===== src/rtl/prio_enc_pkg.sv =====
// Shared sizing constants for the registered 4-to-2 priority encoder.
package prio_enc_pkg;

    localparam int N_IN   = 4;
    localparam int CODE_W = 2;

    localparam logic [CODE_W-1:0] CODE_NONE = 2'b00;

endpackage


===== src/rtl/prio_enc_core.sv =====
// Combinational priority encode: index of the highest set request bit plus any-set flag.
module prio_enc_core
    import prio_enc_pkg::*;
#(
    parameter int N_IN_P   = N_IN,
    parameter int CODE_W_P = (N_IN_P > 1) ? $clog2(N_IN_P) : 1
) (
    input  logic [N_IN_P-1:0]   req,
    output logic [CODE_W_P-1:0] code_next,
    output logic                valid_next
);

    // Scan upward so each later (higher) set bit overwrites the code.
    always_comb begin
        code_next  = CODE_W_P'(CODE_NONE);
        valid_next = 1'b0;
        for (int i = 0; i < N_IN_P; i++) begin
            if (req[i]) begin
                code_next  = CODE_W_P'(i);
                valid_next = 1'b1;
            end
        end
    end

endmodule


===== src/rtl/priority_encoder_4to2.sv =====
// Registered 4-input priority encoder; outputs come straight from flops.
module priority_encoder_4to2
    import prio_enc_pkg::*;
(
    input  logic              clk,
    input  logic              rst,
    input  logic [N_IN-1:0]   in,
    output logic [CODE_W-1:0] code,
    output logic              valid
);

    logic [CODE_W-1:0] code_next;
    logic              valid_next;
    logic [CODE_W-1:0] code_reg;
    logic              valid_reg;

    prio_enc_core #(
        .N_IN_P   (N_IN),
        .CODE_W_P (CODE_W)
    ) u_core (
        .req        (in),
        .code_next  (code_next),
        .valid_next (valid_next)
    );

    always_ff @(posedge clk) begin
        if (rst) begin
            code_reg  <= CODE_NONE;
            valid_reg <= 1'b0;
        end else begin
            code_reg  <= code_next;
            valid_reg <= valid_next;
        end
    end

    assign code  = code_reg;
    assign valid = valid_reg;

endmodule


===== config.mk =====
export PLATFORM = sky130hd
export DESIGN_NAME = priority_encoder_4to2
export DESIGN_NICKNAME = d
export VERILOG_FILES = /design/src/rtl/prio_enc_pkg.sv /design/src/rtl/prio_enc_core.sv /design/src/rtl/priority_encoder_4to2.sv
export SDC_FILE = /design/constraint.sdc
export NUM_CORES = 1
export LEC_CHECK = 0
export BUFFER_PORTS_ARGS = -buffer_cell sky130_fd_sc_hd__buf_2
export CAP_MARGIN = 10
export CORE_AREA = 2 2 39 41
export CTS_BUF_LIST = sky130_fd_sc_hd__clkbuf_8 sky130_fd_sc_hd__clkbuf_16
export DETAILED_ROUTE_END_ITERATION = 8
export DIE_AREA = 0 0 41 43
export PLACE_DENSITY_LB_ADDON = 0.2
export SLEW_MARGIN = 20
export SYNTH_ARGS = -nofsm -noshare
export SYNTH_HDL_FRONTEND = slang
export SYNTH_SLANG_ARGS = --single-unit
export TNS_END_PERCENT = 30

===== constraint.sdc =====
create_clock -name clk -period 0.8 [get_ports clk]
set_input_delay 0.04 -clock clk [delete_from_list [all_inputs] [get_ports clk]]
set_output_delay 0.04 -clock clk [all_outputs]
set_load 0.005 [all_outputs]

Yosys cells after proc, flatten, opt, wreduce, memory -nomap -nowiden
Index checks and enable logic that the tools add are counted.

Bits in registers: 3. Input bits: 6. Output and inout port bits: 3. Logic and storage cells: 9.

Muxes and demuxes: 7.

Operator list (number): 1-bit two-way mux (5); 2-bit two-way mux (2).

Logic depth before layout (Yosys ltp)
Gate-level depths: netlist (run 1).

Word-level depth: 4. Depth in mapped cells: 2. Depth with buffers taken out: 2.

Cells and area by module
Synthesis (run 1) repeated with hierarchy kept, for this count alone.

Cell total of the unflattened synthesis: 10. Area total of the unflattened synthesis: 102.6 µm².

By module, submodules not included: priority_encoder_4to2 (instances 1, cells each 6, area an instance 78.8 µm²); prio_enc_core (instances 1, cells each 4, area an instance 23.8 µm²).

Worst setup path before layout (run 1)
Ideal clock, no wire load.

Path kind: in2reg. Start: input port in[2]. End: register code_reg[0], in the netlist code[0]. Library setup time: 0.066 ns. Arrival: 0.284 ns. Required time: 0.734 ns. Setup slack: 0.450 ns. Stages on the path: 2. Buffers on the path: 0. Cells stage by stage: nand2b_1 > a21oi_2.

Word-level cells in the longest chain between the ends: 2.

Ends and longest elaborated chain: start: declaration (RTL line priority_encoder_4to2.sv:7) `input logic [N_IN-1:0] in,`; 2-bit two-way mux (2 in a row) (RTL line prio_enc_core.sv:18) `if (req[i]) begin`; end signal: assignment (RTL line priority_encoder_4to2.sv:31) `code_reg <= code_next;`; end: declaration (RTL line priority_encoder_4to2.sv:14) `logic [CODE_W-1:0] code_reg;`.

No other way between the ends. A chain may end at the register's enable or synchronous reset.

Worst setup path in the final report (run 1)
Start: register code_reg[0], in the netlist code[0]. End: output port code[0].

RTL lines: end: declaration (RTL line priority_encoder_4to2.sv:8) `output logic [CODE_W-1:0] code,`.

No word-level cell between the ends.

==> results of run 1 <==
==> synthesized netlist by cell type <==
cell type / n
a21oi_1: 1
dfxtp_1: 3
nand2b_1: 1
inv_1: 1
a21oi_2: 1
nor2_1: 3
==> routing by layer <==
layer,routed length (um),share of wire,track usage,vias up
met2,63,0.23,0.03438,11
li1,-,-,-,54
met4,21,0.078,0.1000,0
met5,0,0,0,-
met3,58,0.21,0.04712,4
met1,126,0.47,0.04194,34
==> power by group <==
part | total (uW) | internal [uW] | switching, uW
logic | 38.0 | 20.9 | 17.1
clock network | 429 | 327 | 102
registers | 162 | 161 | 1.84
total | 629 | 508 | 121
==> cells by family after synthesis <==
| kind of cell | Yosys count |
|---|---|
| compound gates | 2 |
| simple gates | 4 |
| buf+inv | 1 |
| flops | 3 |
==> final cells by class <==
class | count | area [um^2] | area share
clock buffer | 3 | 41.29 | 0.2063
clock inverter | 1 | 3.754 | 0.01875
inverter | 1 | 3.754 | 0.01875
multi-input combinational | 6 | 31.28 | 0.1563
sequential | 3 | 60.06 | 0.3000
tap | 16 | 20.02 | 0.1000
timing repair buffer | 8 | 40.04 | 0.2000
==> per-stage QoR <==
stage	hold slack (ps)	power, uW
4_1_cts	5.248	643.4
3_3_place_gp	230.8	202.6
3_5_place_dp	232.7	203.1
2_1_floorplan	102.4	177.7
6_report	9.858	629.0
5_1_grt	21.68	669.9
==> worst paths after layout <==
check,from,endpoint,slack (ps),depth (start not counted)
worst min-delay path,rst,code[0]$_SDFF_PP0_,10,2
worst max-delay path,code[0]$_SDFF_PP0_,code[0],140,1
==> summary.txt, run 1 <==
Clock tree
  • H-tree Lvls: 1
  • Root buffer cell: clkbuf_8
  • Postcts setup bufs: 0
  • CTS Buf Count: 3
  • Clock transition at path regs: 30 ps
  • CTS tree: yes
  • Sink Count: 3
  • Clock buffer depth: 2
  • # resized after CTS: 0
  • # hold bufs at CTS: 0

Layout
  • Fin nets: 29
  • Area Growth Syn to Fin: 110.5%
  • Commonest cells after routing, fill and taps aside: buf_2 (8), nor2_1 (3), clkbuf_8 (3), dfxtp_1 (3), inv_1 (2)
  • Fillers: 156
  • Commonest non-fill, non-tap cell in the layout: buf_2
  • Finished Layout Cells: 38
  • Max reg flops: 2
  • Antenna diodes: 0
  • Share of layout cells above drive strength 1: 0.5455
  • Finished Cell Area: ~200 um^2
  • Final Core Density: 0.1447

STA
  • RSZ-0062 raised after global routing: no
  • Worst Max-Slew Pin Slew: about 120 ps
  • Hold Fails Final Rpt: 0
  • Relative slew slack: 0.9186
  • Peak Freq: 1.525 GHz
  • Setup violators final: 0
  • Setup TNS Final: 0 ps
  • Final Critical Period: approximately 660 ps
  • Slew Limit Fails: 0
  • Final worst-path setup slack: 144.2 ps
  • Crit share post-route: 0.8197

Logic synthesis
  • Yosys warns: 0
  • Compound-Gate Fraction of Synth Area: 0.1447
  • Largest family of logic cells by synthesized area: simple AND/OR/NAND/NOR gates
  • Sequential area share after synthesis: 0.6316
  • Post-Synth Simple-Gate Area: 0.1842
  • Top-area cell type share of the netlist area: 0.6316
  • Ranking of synthesized cells by area: dfxtp_1 (63%), nor2_1 (12%), a21oi_2 (9.2%)
  • Post-Synthesis Cells: 10
  • Synth Area in Adders: 0
  • Syn nets: 16
  • Syn_area_per_cell: approximately 9.5 um^2
  • Cell Area, Synth: 95.09 um^2
  • Yosys reg bits: 3
  • XOR/XNOR share of the synthesized area: 0
  • Post-synthesis mux area share: 0
  • Area leader, netlist: dfxtp_1
  • Yosys cell types: 6

Worst setup path
  • Crit start category: flip-flop
  • Crit-path max cell delay: 280 ps
  • Crit end category: primary output
  • Worst Path Required: 760 ps
  • Cell family with most CP delay: flip-flops
  • CP Buf/Inv Count: 1
  • Worst path cell trace: buf_2
  • Crit path max fanout: 1
  • Slowest CP cell: dfxtp_1
  • Critical setup path kind: flip-flop to primary output
  • WP data arrival: 620 ps

Power
  • Leak: between 0.0001 and 0.00015 uW
  • Max rail drop VDD: between 0.0005 and 0.0006 V
  • Pwr/cell area: 3142 nW/um^2

Status
  • Status: completed

Floorplanning
  • Core area: approximately 1400 um^2
  • Io pins: 9
  • Initial Util: 0.06872
  • Rows: 14
  • Die Wd: about 41 um
  • Die area: 1763 um^2
  • Die height: 43 um

Drt
  • Post-route ant nets: 0
  • DRC Markers: 0
  • Post-Route WL: around 270 um
  • Drt pass-1 iters: 3
  • WL per Instance: ~7.1 um
  • DR iter-0 viols: 4
  • Via/cell ratio: around 2.7
  • Via count: 103

GRT
  • Vias in the first global route: between 100 and 150
  • Overflow after GRT: 0
  • GRT Util Overall: 0.04824
  • First-pass GRT wire length: 420 um
  • Initial antenna violation count: 0
  • Largest net degree at the start of global routing: 4

Placed design
  • Post-DP HPWL: 193.2 um
  • DP Worst Slack: about 320 ps
  • Placer congestion estimate: between 0.4 and 0.5
  • # placed instances: 34
  • Placed Area: 155.1 um^2
  • Port Buffers: 8

Job
  • Max-capacitance violation count: 0

Hold path
  • HP Class: input pin to flip-flop
Power figures use the tool's default switching activity.
==> run 2: changes to the inputs <==
--- a/config.mk
+++ b/config.mk
@@ -5,6 +5,7 @@
 export SDC_FILE = /design/constraint.sdc
 export NUM_CORES = 1
 export LEC_CHECK = 0
+export ABC_AREA = 1
 export BUFFER_PORTS_ARGS = -buffer_cell sky130_fd_sc_hd__buf_2
 export CAP_MARGIN = 10
 export CORE_AREA = 2 2 39 41
==> summary.txt, run 2 <==
Drt
  • Drt pass-1 iters: 2 (was 3)
  • DR iter-0 viols: 2 (was 4)
  • Via count: 108 (was 103)
  • Post-Route WL: 289 um (was 270 um)
  • Via/cell ratio: 2.700 (was 2.711)
  • Post-route ant nets: 0 (unchanged)
  • DRC Markers: 0 (unchanged)
  • WL per Instance: 7.225 um (was 7.105 um)

Power
  • Max rail drop VDD: 0.0003988 V (was 0.0005280 V)
  • Leak: 0.0001172 uW (was 0.0001015 uW)
  • Pwr/cell area: 2957 nW/um^2 (was 3142 nW/um^2)
  • Power consumption: 640.1 uW (was 629.0 uW)

Worst setup path
  • Crit-path max cell delay: 280 ps (about the same)
  • Worst Path Required: 760 ps (about the same)
  • Crit end category: primary output (unchanged)
  • Cell count along the critical path: 1 (unchanged)
  • Crit path max fanout: 1 (unchanged)
  • WP data arrival: 610 ps (was 620 ps)
  • Worst path cell trace: buf_2 (unchanged)
  • Crit path capture: valid (was code[0])
  • Cell family with most CP delay: flip-flops (unchanged)
  • Slowest CP cell: dfxtp_1 (unchanged)
  • CP startpoint: valid$_SDFF_PP0_ (was code[0]$_SDFF_PP0_)
  • Crit start category: flip-flop (unchanged)
  • CP Buf/Inv Count: 1 (unchanged)
  • Critical setup path kind: flip-flop to primary output (unchanged)

GRT
  • GRT Util Overall: 0.04819 (was 0.04824)
  • First-pass GRT wire length: 469 um (was 420 um)
  • Largest net degree at the start of global routing: 3 (was 4)
  • Vias in the first global route: 130 (was 108)
  • Overflow after GRT: 0 (unchanged)
  • Initial antenna violation count: 0 (unchanged)

Clock tree
  • Root buffer cell: clkbuf_8 (unchanged)
  • # hold bufs at CTS: 0 (unchanged)
  • H-tree Lvls: 1 (unchanged)
  • CTS tree: yes (unchanged)
  • Clock transition at path regs: 30 ps (about the same)
  • CTS Buf Count: 3 (unchanged)
  • Postcts setup bufs: 0 (unchanged)
  • # resized after CTS: 0 (unchanged)
  • Sink Count: 3 (unchanged)
  • Clock buffer depth: 2 (unchanged)

Logic synthesis
  • Yosys cell types: 7 (was 6)
  • Main synth FF type: dfxtp_1 (unchanged)
  • Post-Synthesis Cells: 12 (was 10)
  • Sequential area share after synthesis: 0.5393 (was 0.6316)
  • Yosys reg bits: 3 (unchanged)
  • Area leader, netlist: dfxtp_1 (unchanged)
  • Syn nets: 18 (was 16)
  • Synth top cells by count: dfxtp_1 (3), inv_1 (3), o21ai_2 (2) (was dfxtp_1 (3), nor2_1 (3))
  • Cell Area, Synth: 111.4 um^2 (was 95.09 um^2)
  • Yosys warns: 0 (unchanged)
  • EDFF count, synth: 0 (unchanged)
  • Async SR Flop Fraction: 0 (unchanged)
  • Ranking of synthesized cells by area: dfxtp_1 (54%), o21ai_2 (16%), inv_1 (10%) (was dfxtp_1 (63%), nor2_1 (12%), a21oi_2 (9.2%))
  • Syn_area_per_cell: 9.280 um^2 (was 9.509 um^2)
  • Top-area cell type share of the netlist area: 0.5393 (was 0.6316)

Job
  • Max-capacitance violation count: 0 (unchanged)

Floorplanning
  • Die Wd: 41 um (unchanged)
  • Rows: 14 (unchanged)
  • Io pins: 9 (unchanged)
  • Die area: 1763 um^2 (unchanged)
  • Core area: 1384 um^2 (unchanged)
  • Initial Util: 0.08047 (was 0.06872)
  • Die height: 43 um (unchanged)

Placed design
  • Post-DP HPWL: 225.2 um (was 193.2 um)
  • Placer congestion estimate: 0.5333 (was 0.4992)
  • Port Buffers: 8 (unchanged)

STA
  • Worst Max-Slew Pin Slew: 134.8 ps (was 121.7 ps)
  • Slew Limit Fails: 0 (unchanged)
  • Relative slew slack: 0.9101 (was 0.9186)
  • RSZ-0062 raised after global routing: no (unchanged)
  • Crit share post-route: 0.8187 (was 0.8197)
  • Peak Freq: 1.527 GHz (was 1.525 GHz)
  • Hold Fails Final Rpt: 0 (unchanged)
  • Setup violators final: 0 (unchanged)
  • Final Critical Period: 654.9 ps (was 655.8 ps)
  • Setup TNS Final: 0 ps (unchanged)

Layout
  • Commonest non-fill, non-tap cell in the layout: buf_2 (unchanged)
  • Area Growth Syn to Fin: 94.38% (was 110.5%)
  • Fin nets: 31 (was 29)
  • Share of layout cells above drive strength 1: 0.6667 (was 0.5455)
  • Final Core Density: 0.1564 (was 0.1447)
  • Antenna diodes: 0 (unchanged)
  • Max reg flops: 2 (unchanged)
  • Commonest cells after routing, fill and taps aside: buf_2 (8), inv_1 (4), clkbuf_8 (3), dfxtp_1 (3), o21ai_2 (2) (was buf_2 (8), nor2_1 (3), clkbuf_8 (3), dfxtp_1 (3), inv_1 (2))

Hold path
  • HP Class: input pin to flip-flop (unchanged)

Status
  • Status: completed (unchanged)
[run 2: layer usage]
metal | global-route usage | vias to the layer above | share of wire
met5 | 0 | - | 0
met4 | 0.06000 | 0 | 0
met3 | 0.04712 | 0 | 0.21
met2 | 0.05625 | 9 | 0.42
met1 | 0.03859 | 40 | 0.36
li1 | - | 59 | -
[run 2: final cells by class]
cell class | count | area, um^2
clock buffer | 3 | 41.29
clock inverter | 1 | 3.754
fill | 161 | 1167
inverter | 4 | 15.01
multi-input combinational | 5 | 36.28
sequential | 3 | 60.06
tap | 16 | 20.02
timing repair buffer | 8 | 40.04
[run 2: worst min path at each step]
stage          startpoint            endpoint  slack (ps)  cells after the start
4_1_cts               rst  code[0]$_SDFF_PP0_           9                      2
3_5_place_dp          rst  code[0]$_SDFF_PP0_         230                      2
6_report              rst  code[0]$_SDFF_PP0_          10                      2
5_1_grt               rst  code[0]$_SDFF_PP0_          10                      2
2_1_floorplan         rst  code[0]$_SDFF_PP0_         100                      1
3_3_place_gp          rst  code[0]$_SDFF_PP0_         230                      2
[run 2: metrics by stage]
stage	cell area [um^2]	hold slack [ps]	instances	setup slack (ps)
after floorplan	111.4	102.4	12	462.0
after global placement	171.4	227.8	36	328.4
after detailed placement	171.4	234.5	36	313.7
after CTS	216.5	8.574	40	136.4
after global routing	216.5	13.69	40	114.0
final	216.5	11.85	40	145.1
[run 2: kinds of logic (layout without fill, tap and decap cells)]
kind of cell           Yosys count  after routing  share of synthesized area
AOI/OAI and AO/OA                3              3                     0.2360
buffers and inverters            4             16                     0.1348
DFF                              3              3                     0.5393
and+or+nand+nor                  2              2                    0.08989
[run 2: where the power goes]
part / switching, uW / total [uW] / leakage, uW / internal, uW
logic: 24.8 / 49.2 / 0.0000651 / 24.5
registers: 2.12 / 164 / 0.0000252 / 162
clock network: 100 / 427 / 0.0000269 / 327
